File: config.mk
export PLATFORM = sky130hd
export DESIGN_NAME = dap_rx_pkt_dispatcher
export DESIGN_NICKNAME = d
export VERILOG_FILES = /design/src/rtl/dap_rx_pkt_dispatcher.sv
export SDC_FILE = /design/constraint.sdc
export NUM_CORES = 1
export LEC_CHECK = 0
export ABC_AREA = 0
export CAP_MARGIN = 10
export CORE_ASPECT_RATIO = 2
export CORE_MARGIN = 2
export CORE_UTILIZATION = 40
export CTS_CLUSTER_DIAMETER = 200
export DETAILED_ROUTE_END_ITERATION = 16
export GPL_TIMING_DRIVEN = 0
export PLACE_DENSITY_LB_ADDON = 0.3
export SLEW_MARGIN = 20
export SYNTH_ARGS = -nofsm -noshare
export SYNTH_HDL_FRONTEND = slang
export SYNTH_SLANG_ARGS = --single-unit
export TNS_END_PERCENT = 20
File: constraint.sdc
create_clock -name clk -period 6.31 [get_ports clk]
set_input_delay 0.9465 -clock clk [delete_from_list [all_inputs] [get_ports clk]]
set_output_delay 0.9465 -clock clk [all_outputs]
set_load 0.05 [all_outputs]
File: src/rtl/dap_rx_pkt_dispatcher.sv
// rtl/dap_rx_pkt_dispatcher.sv - rebuilds CMSIS-DAP OUT packet boundaries and dispatches packets to the command engines
// Optional feature macro: DAP_RX_ABORT_EN (early DAP_TransferAbort detection at USB reception time)
module dap_rx_pkt_dispatcher #(
    parameter logic [3:0] P_ENDPOINT  = 4'd2,
    parameter int         P_LEN_DEPTH = 8
) (
    input  logic       clk,
    input  logic       resetn,
    input  logic [3:0] usb_endpt,
    input  logic       usb_rxact,
    input  logic       usb_rxval,
    input  logic       usb_rxpktval,
    input  logic [7:0] usb_rxdat,
    output logic       len_full,
    output logic       len_overflow,
    input  logic [7:0] s_axis_tdata,
    input  logic       s_axis_tvalid,
    output logic       s_axis_tready,
    output logic [7:0] m0_axis_tdata,
    output logic       m0_axis_tvalid,
    output logic       m0_axis_tlast,
    input  logic       m0_axis_tready,
    output logic [7:0] m1_axis_tdata,
    output logic       m1_axis_tvalid,
    output logic       m1_axis_tlast,
    input  logic       m1_axis_tready,
    output logic       transfer_abort
);

    localparam int AW = (P_LEN_DEPTH > 1) ? $clog2(P_LEN_DEPTH) : 1;
    localparam logic [AW:0] FULL_CNT = (AW+1)'(P_LEN_DEPTH);

    typedef enum logic {IDLE = 1'b0, FWD = 1'b1} state_t;

    // ---------------------------------------------------------------
    // Length monitor: counts bytes of the tracked endpoint on the USB bus
    // ---------------------------------------------------------------
    logic       sel;
    logic       act_q;
    logic       act_rise;
    logic [9:0] rx_cnt;
    logic       push_req;

    assign sel      = (usb_endpt == P_ENDPOINT);
    assign act_rise = usb_rxact & sel & ~act_q;
    // A commit carries only the bytes counted before it; empty packets are never queued.
    assign push_req = usb_rxpktval & sel & (rx_cnt != 10'd0);

    // Track the receive-active level so a new packet can be recognised by its rising edge.
    always_ff @(posedge clk or negedge resetn) begin
        if (!resetn) begin
            act_q <= 1'b0;
        end else begin
            act_q <= usb_rxact & sel;
        end
    end

    // Per-packet byte counter, cleared at packet start and saturating at its maximum.
    always_ff @(posedge clk or negedge resetn) begin
        if (!resetn) begin
            rx_cnt <= 10'd0;
        end else if (act_rise) begin
            rx_cnt <= (usb_rxval & sel) ? 10'd1 : 10'd0;
        end else if (usb_rxval && sel && rx_cnt != 10'h3FF) begin
            rx_cnt <= rx_cnt + 10'd1;
        end
    end

    // ---------------------------------------------------------------
    // Packet-length FIFO
    // ---------------------------------------------------------------
    logic [9:0]  len_mem [P_LEN_DEPTH];
    logic [AW-1:0] wr_ptr;
    logic [AW-1:0] rd_ptr;
    logic [AW:0]   count;
    logic          empty;
    logic          pop;
    logic          push_ok;
    state_t        state;
    state_t        state_nxt;

    assign empty    = (count == '0);
    assign len_full = (count == FULL_CNT);
    assign pop      = (state == IDLE) & ~empty & s_axis_tvalid;
    // A pop in the same cycle frees the slot, so a push into a full FIFO is still accepted.
    assign push_ok  = push_req & (~len_full | pop);

    // Length storage; contents need no reset because occupancy governs validity.
    always_ff @(posedge clk) begin
        if (push_ok) begin
            len_mem[wr_ptr] <= rx_cnt;
        end
    end

    // FIFO pointers, occupancy and the sticky overflow flag.
    always_ff @(posedge clk or negedge resetn) begin
        if (!resetn) begin
            wr_ptr       <= '0;
            rd_ptr       <= '0;
            count        <= '0;
            len_overflow <= 1'b0;
        end else begin
            if (push_ok) begin
                wr_ptr <= wr_ptr + 1'b1;
            end
            if (pop) begin
                rd_ptr <= rd_ptr + 1'b1;
            end
            case ({push_ok, pop})
                2'b10:   count <= count + 1'b1;
                2'b01:   count <= count - 1'b1;
                default: count <= count;
            endcase
            if (push_req && !push_ok) begin
                len_overflow <= 1'b1;
            end
        end
    end

    // ---------------------------------------------------------------
    // Dispatcher FSM
    // ---------------------------------------------------------------
    logic [9:0] rem;
    logic       port;
    logic       hs;

    assign hs = s_axis_tvalid & s_axis_tready;

    // State register.
    always_ff @(posedge clk or negedge resetn) begin
        if (!resetn) begin
            state <= IDLE;
        end else begin
            state <= state_nxt;
        end
    end

    // Next-state: start a packet when a length and its command byte are both present.
    always_comb begin
        state_nxt = state;
        case (state)
            IDLE:    if (pop) state_nxt = FWD;
            FWD:     if (hs && rem == 10'd1) state_nxt = IDLE;
            default: state_nxt = IDLE;
        endcase
    end

    // Packet context: remaining byte count and target port, latched from the peeked command byte.
    always_ff @(posedge clk or negedge resetn) begin
        if (!resetn) begin
            rem  <= 10'd0;
            port <= 1'b0;
        end else if (pop) begin
            rem  <= len_mem[rd_ptr];
            port <= (s_axis_tdata == 8'h05) || (s_axis_tdata == 8'h06);
        end else if (state == FWD && hs) begin
            rem  <= rem - 10'd1;
        end
    end

    // Outputs: zero-latency pass-through to the selected engine while forwarding.
    always_comb begin
        s_axis_tready  = 1'b0;
        m0_axis_tdata  = 8'h00;
        m0_axis_tvalid = 1'b0;
        m0_axis_tlast  = 1'b0;
        m1_axis_tdata  = 8'h00;
        m1_axis_tvalid = 1'b0;
        m1_axis_tlast  = 1'b0;
        if (state == FWD) begin
            if (port) begin
                m1_axis_tdata  = s_axis_tdata;
                m1_axis_tvalid = s_axis_tvalid;
                m1_axis_tlast  = (rem == 10'd1);
                s_axis_tready  = m1_axis_tready;
            end else begin
                m0_axis_tdata  = s_axis_tdata;
                m0_axis_tvalid = s_axis_tvalid;
                m0_axis_tlast  = (rem == 10'd1);
                s_axis_tready  = m0_axis_tready;
            end
        end
    end

    // ---------------------------------------------------------------
    // Early abort detection
    // ---------------------------------------------------------------
`ifdef DAP_RX_ABORT_EN
    logic first_byte;

    assign first_byte = usb_rxval & sel & (act_rise | (rx_cnt == 10'd0));

    // Pulse on the cycle after a packet's first byte turns out to be DAP_TransferAbort.
    always_ff @(posedge clk or negedge resetn) begin
        if (!resetn) begin
            transfer_abort <= 1'b0;
        end else begin
            transfer_abort <= first_byte && (usb_rxdat == 8'h07);
        end
    end
`else
    logic unused_rxdat;

    assign unused_rxdat   = ^usb_rxdat;
    assign transfer_abort = 1'b0;
`endif

endmodule

==> impl_metrics.env <==
export IMPL_gp_congestion=0.762
export IMPL_num_vias=3140
export IMPL_slew_headroom=0.255
export IMPL_cts_tree="yes"
export IMPL_grt_first_pass_wirelength_um=18000
export IMPL_synth_compound_area_frac=0.0594
export IMPL_layout_common_cells="edfxtp_1 (80), clkdlybuf4s50_1 (41), dfrtp_1 (34)"
export IMPL_p_leak_uw=0.00233
export IMPL_synth_top_family_by_area="simple AND/OR/NAND/NOR gates"
export IMPL_worstSetupPathType="flip-flop to primary output"
export IMPL_synth_cell_types=52
export IMPL_crit_fanout=4
export IMPL_cts_buffer_depth=2
export IMPL_cts_buffers=17
export IMPL_worstPathRequired_ns=5.36
export IMPL_status="finished, final reports clean"
export IMPL_die_y_um=164
export IMPL_synth_cell_area_mm2=0.00514
export IMPL_start_util=0.410
export IMPL_drt_vias_per_instance=5.46
export IMPL_post_route_period_util=0.598
export IMPL_yosys_area_share_xor_xnor=0.0341
export IMPL_area_growth_pct=26.2
export IMPL_ys_flop_type="edfxtp_1"
export IMPL_clkTransAtPathRegs_ns=0.05
export IMPL_final_util=0.517
export IMPL_yosysSeqAreaShare=0.633
export IMPL_crit_arrival_ns=2.83
export IMPL_cts_setup_buffers=0
export IMPL_postCtsResizedCells=0
export IMPL_finalSetupTns_ns=0
export IMPL_finalCriticalPeriod_ns=3.77
export IMPL_core_area_mm2=0.0126
export IMPL_die_w_um=84.2
export IMPL_hold_violations=0
export IMPL_diodes=0
export IMPL_clk_latency_ns=0.40
export IMPL_num_io_pins=52
export IMPL_critPathCaptureType="primary output"
export IMPL_rsz0062_at_grt="no"
export IMPL_fmax_ghz=0.265
export IMPL_synth_mux_area_frac=0.109
export IMPL_dieArea_mm2=0.0138
export IMPL_htree_levels=4
export IMPL_peakVddDrop_uv=220
export IMPL_dp_hpwl_um=8030
export IMPL_nets=449
export IMPL_grt_pass1_vias=3418
export IMPL_synth_fp_nets=381
export IMPL_clockRootBuffer="clkbuf_16"
export IMPL_skew_ns=0.00783
export IMPL_grt_ovfl_total=0
export IMPL_yosys_warnings=0
export IMPL_syn_inst=344
export IMPL_power_density_mw_per_mm2=396
export IMPL_clkSinkCount=114
export IMPL_antenna_found_initial=0
export IMPL_grt_max_degree=24
export IMPL_hp_class="input port to async pin"
export IMPL_synthSimpleGateAreaFrac=0.123
export IMPL_fillers=1023
export IMPL_placementRows=58
export IMPL_drc=0
export IMPL_final_common_cell="edfxtp_1"
export IMPL_drtPass1Iterations=4
export IMPL_start_kind="flip-flop"
export IMPL_syn_area_per_cell_um2=14.9
export IMPL_tightest_slew_ns=1.11
export IMPL_port_buffers=42
export IMPL_wirelength_um=11200
export IMPL_async_reset_ff_frac=0.298
export IMPL_drive_above_1_share=0.184
export IMPL_p_total_uw=2570
export IMPL_synthAdderAreaFrac=0.0234
export IMPL_final_antenna_net_count=0
export IMPL_grt_usage=0.174
export IMPL_routedWlPerCell_um=19.4
export IMPL_setup_viol=0
export IMPL_maxSlewViolCount=0
export IMPL_dpl_instance_area_mm2=0.00584
export IMPL_stdcell_area_mm2=0.00649
export IMPL_max_cap_violations=0
export IMPL_drt_iter0_drc=202
export IMPL_synth_edf_count=80
export IMPL_synth_seq_cells=114
export IMPL_postCtsHoldBufs=0
-- power by group --
group | internal (uW) | switching, uW
Sequential | 881 | 102
Combinational | 253 | 292
Clock | 720 | 318
Total | 1850 | 712
-- layer usage --
| metal | vias up | wire length, um | part of all wire | global-route usage |
|---|---|---|---|---|
| li1 | 1458 | - | - | - |
| met1 | 1577 | 3740 | 0.33 | 0.163 |
| met2 | 88 | 6690 | 0.60 | 0.345 |
| met3 | 17 | 422 | 0.038 | 0.0347 |
| met4 | 0 | 311 | 0.028 | 0.0880 |
| met5 | - | 0 | 0 | 0 |
-- worst max-delay path, stage by stage, from the launching register on --
cell	delay [ns]
dfrtp_1	0.40
or3_1	0.42
nor3_1	0.36
nand3b_1	0.17
nor3b_1	0.24
clkdlybuf4s50_1	0.84
-- sequential cells by signal (all words and copies together) (netlist names) --
signal / flops
state: 1
count: 4
act_q: 1
len_mem: 80
rd_ptr: 3
wr_ptr: 3
rem: 10
len_overflow: 1
rx_cnt: 10
port: 1
-- cell families (layout without fill, tap and decap cells) --
logic type               after synthesis  in the layout
AND/OR/NAND/NOR                      107            107
buffers and inverters                 23            104
other                                  1              1
flip-flops                           114            114
multiplexers                          30             30
XOR/XNOR                              20             20
adder cells (fa/ha/maj)                9              9
AO/OA/AOI/OAI                         40             40
-- area by class of cell --
cell class	count	area, um2	area share
multi-input cells	207	1830	0.282
well taps	150	188	0.0289
clock buffers	22	464	0.0716
inverters	9	33.8	0.00521
repair buffers	49	480	0.0741
clock inverters	10	183	0.0282
flip-flops and latches	114	3250	0.501
plain buffers	14	58.8	0.00906
-- Yosys cell counts, types with 4 or more instances --
master	number	area (um2)
a31oi_1	4	25.0
and3_1	10	62.6
nand4_1	4	25.0
dfrtp_1	34	851
nor4_1	5	31.3
nand3_1	5	25.0
mux4_2	20	450
mux2i_1	7	70.1
and2_1	12	75.1
xnor2_1	19	166
nand2_1	15	56.3
nor2_1	17	63.8
nor3b_1	7	52.6
nor3_1	9	45.0
inv_1	9	33.8
edfxtp_1	80	2400
a21oi_1	11	55.1
ha_1	8	100
clkbuf_1	9	33.8
o21ai_0	6	30.0
a211oi_1	10	75.1
nor2b_1	7	43.8
-- path summary, 6_finish.rpt --
kind                                start             to  slack (ns)  depth (start not counted)
worst max-delay path               rem[3]  m0_axis_tlast        2.54                          5
worst min-delay path               resetn      rx_cnt[0]        0.45                          1
worst max register to register  rx_cnt[4]       count[3]        3.18                          9
worst min register to register     rem[9]         rem[9]        0.49                          1
max in group asynchronous          resetn         rem[5]        5.42                          2
min in group clk                   rem[9]         rem[9]        0.49                          1
-- stage by stage --
step	hold WS (ns)	std cells	setup WS (ns)
2_1_floorplan	0.456	344	2.99
3_3_place_gp	0.472	536	1.68
3_5_place_dp	0.483	543	2.38
4_1_cts	0.442	575	2.52
5_1_grt	0.453	575	2.38
6_report	0.447	575	2.54
Power figures use the tool's default switching activity.
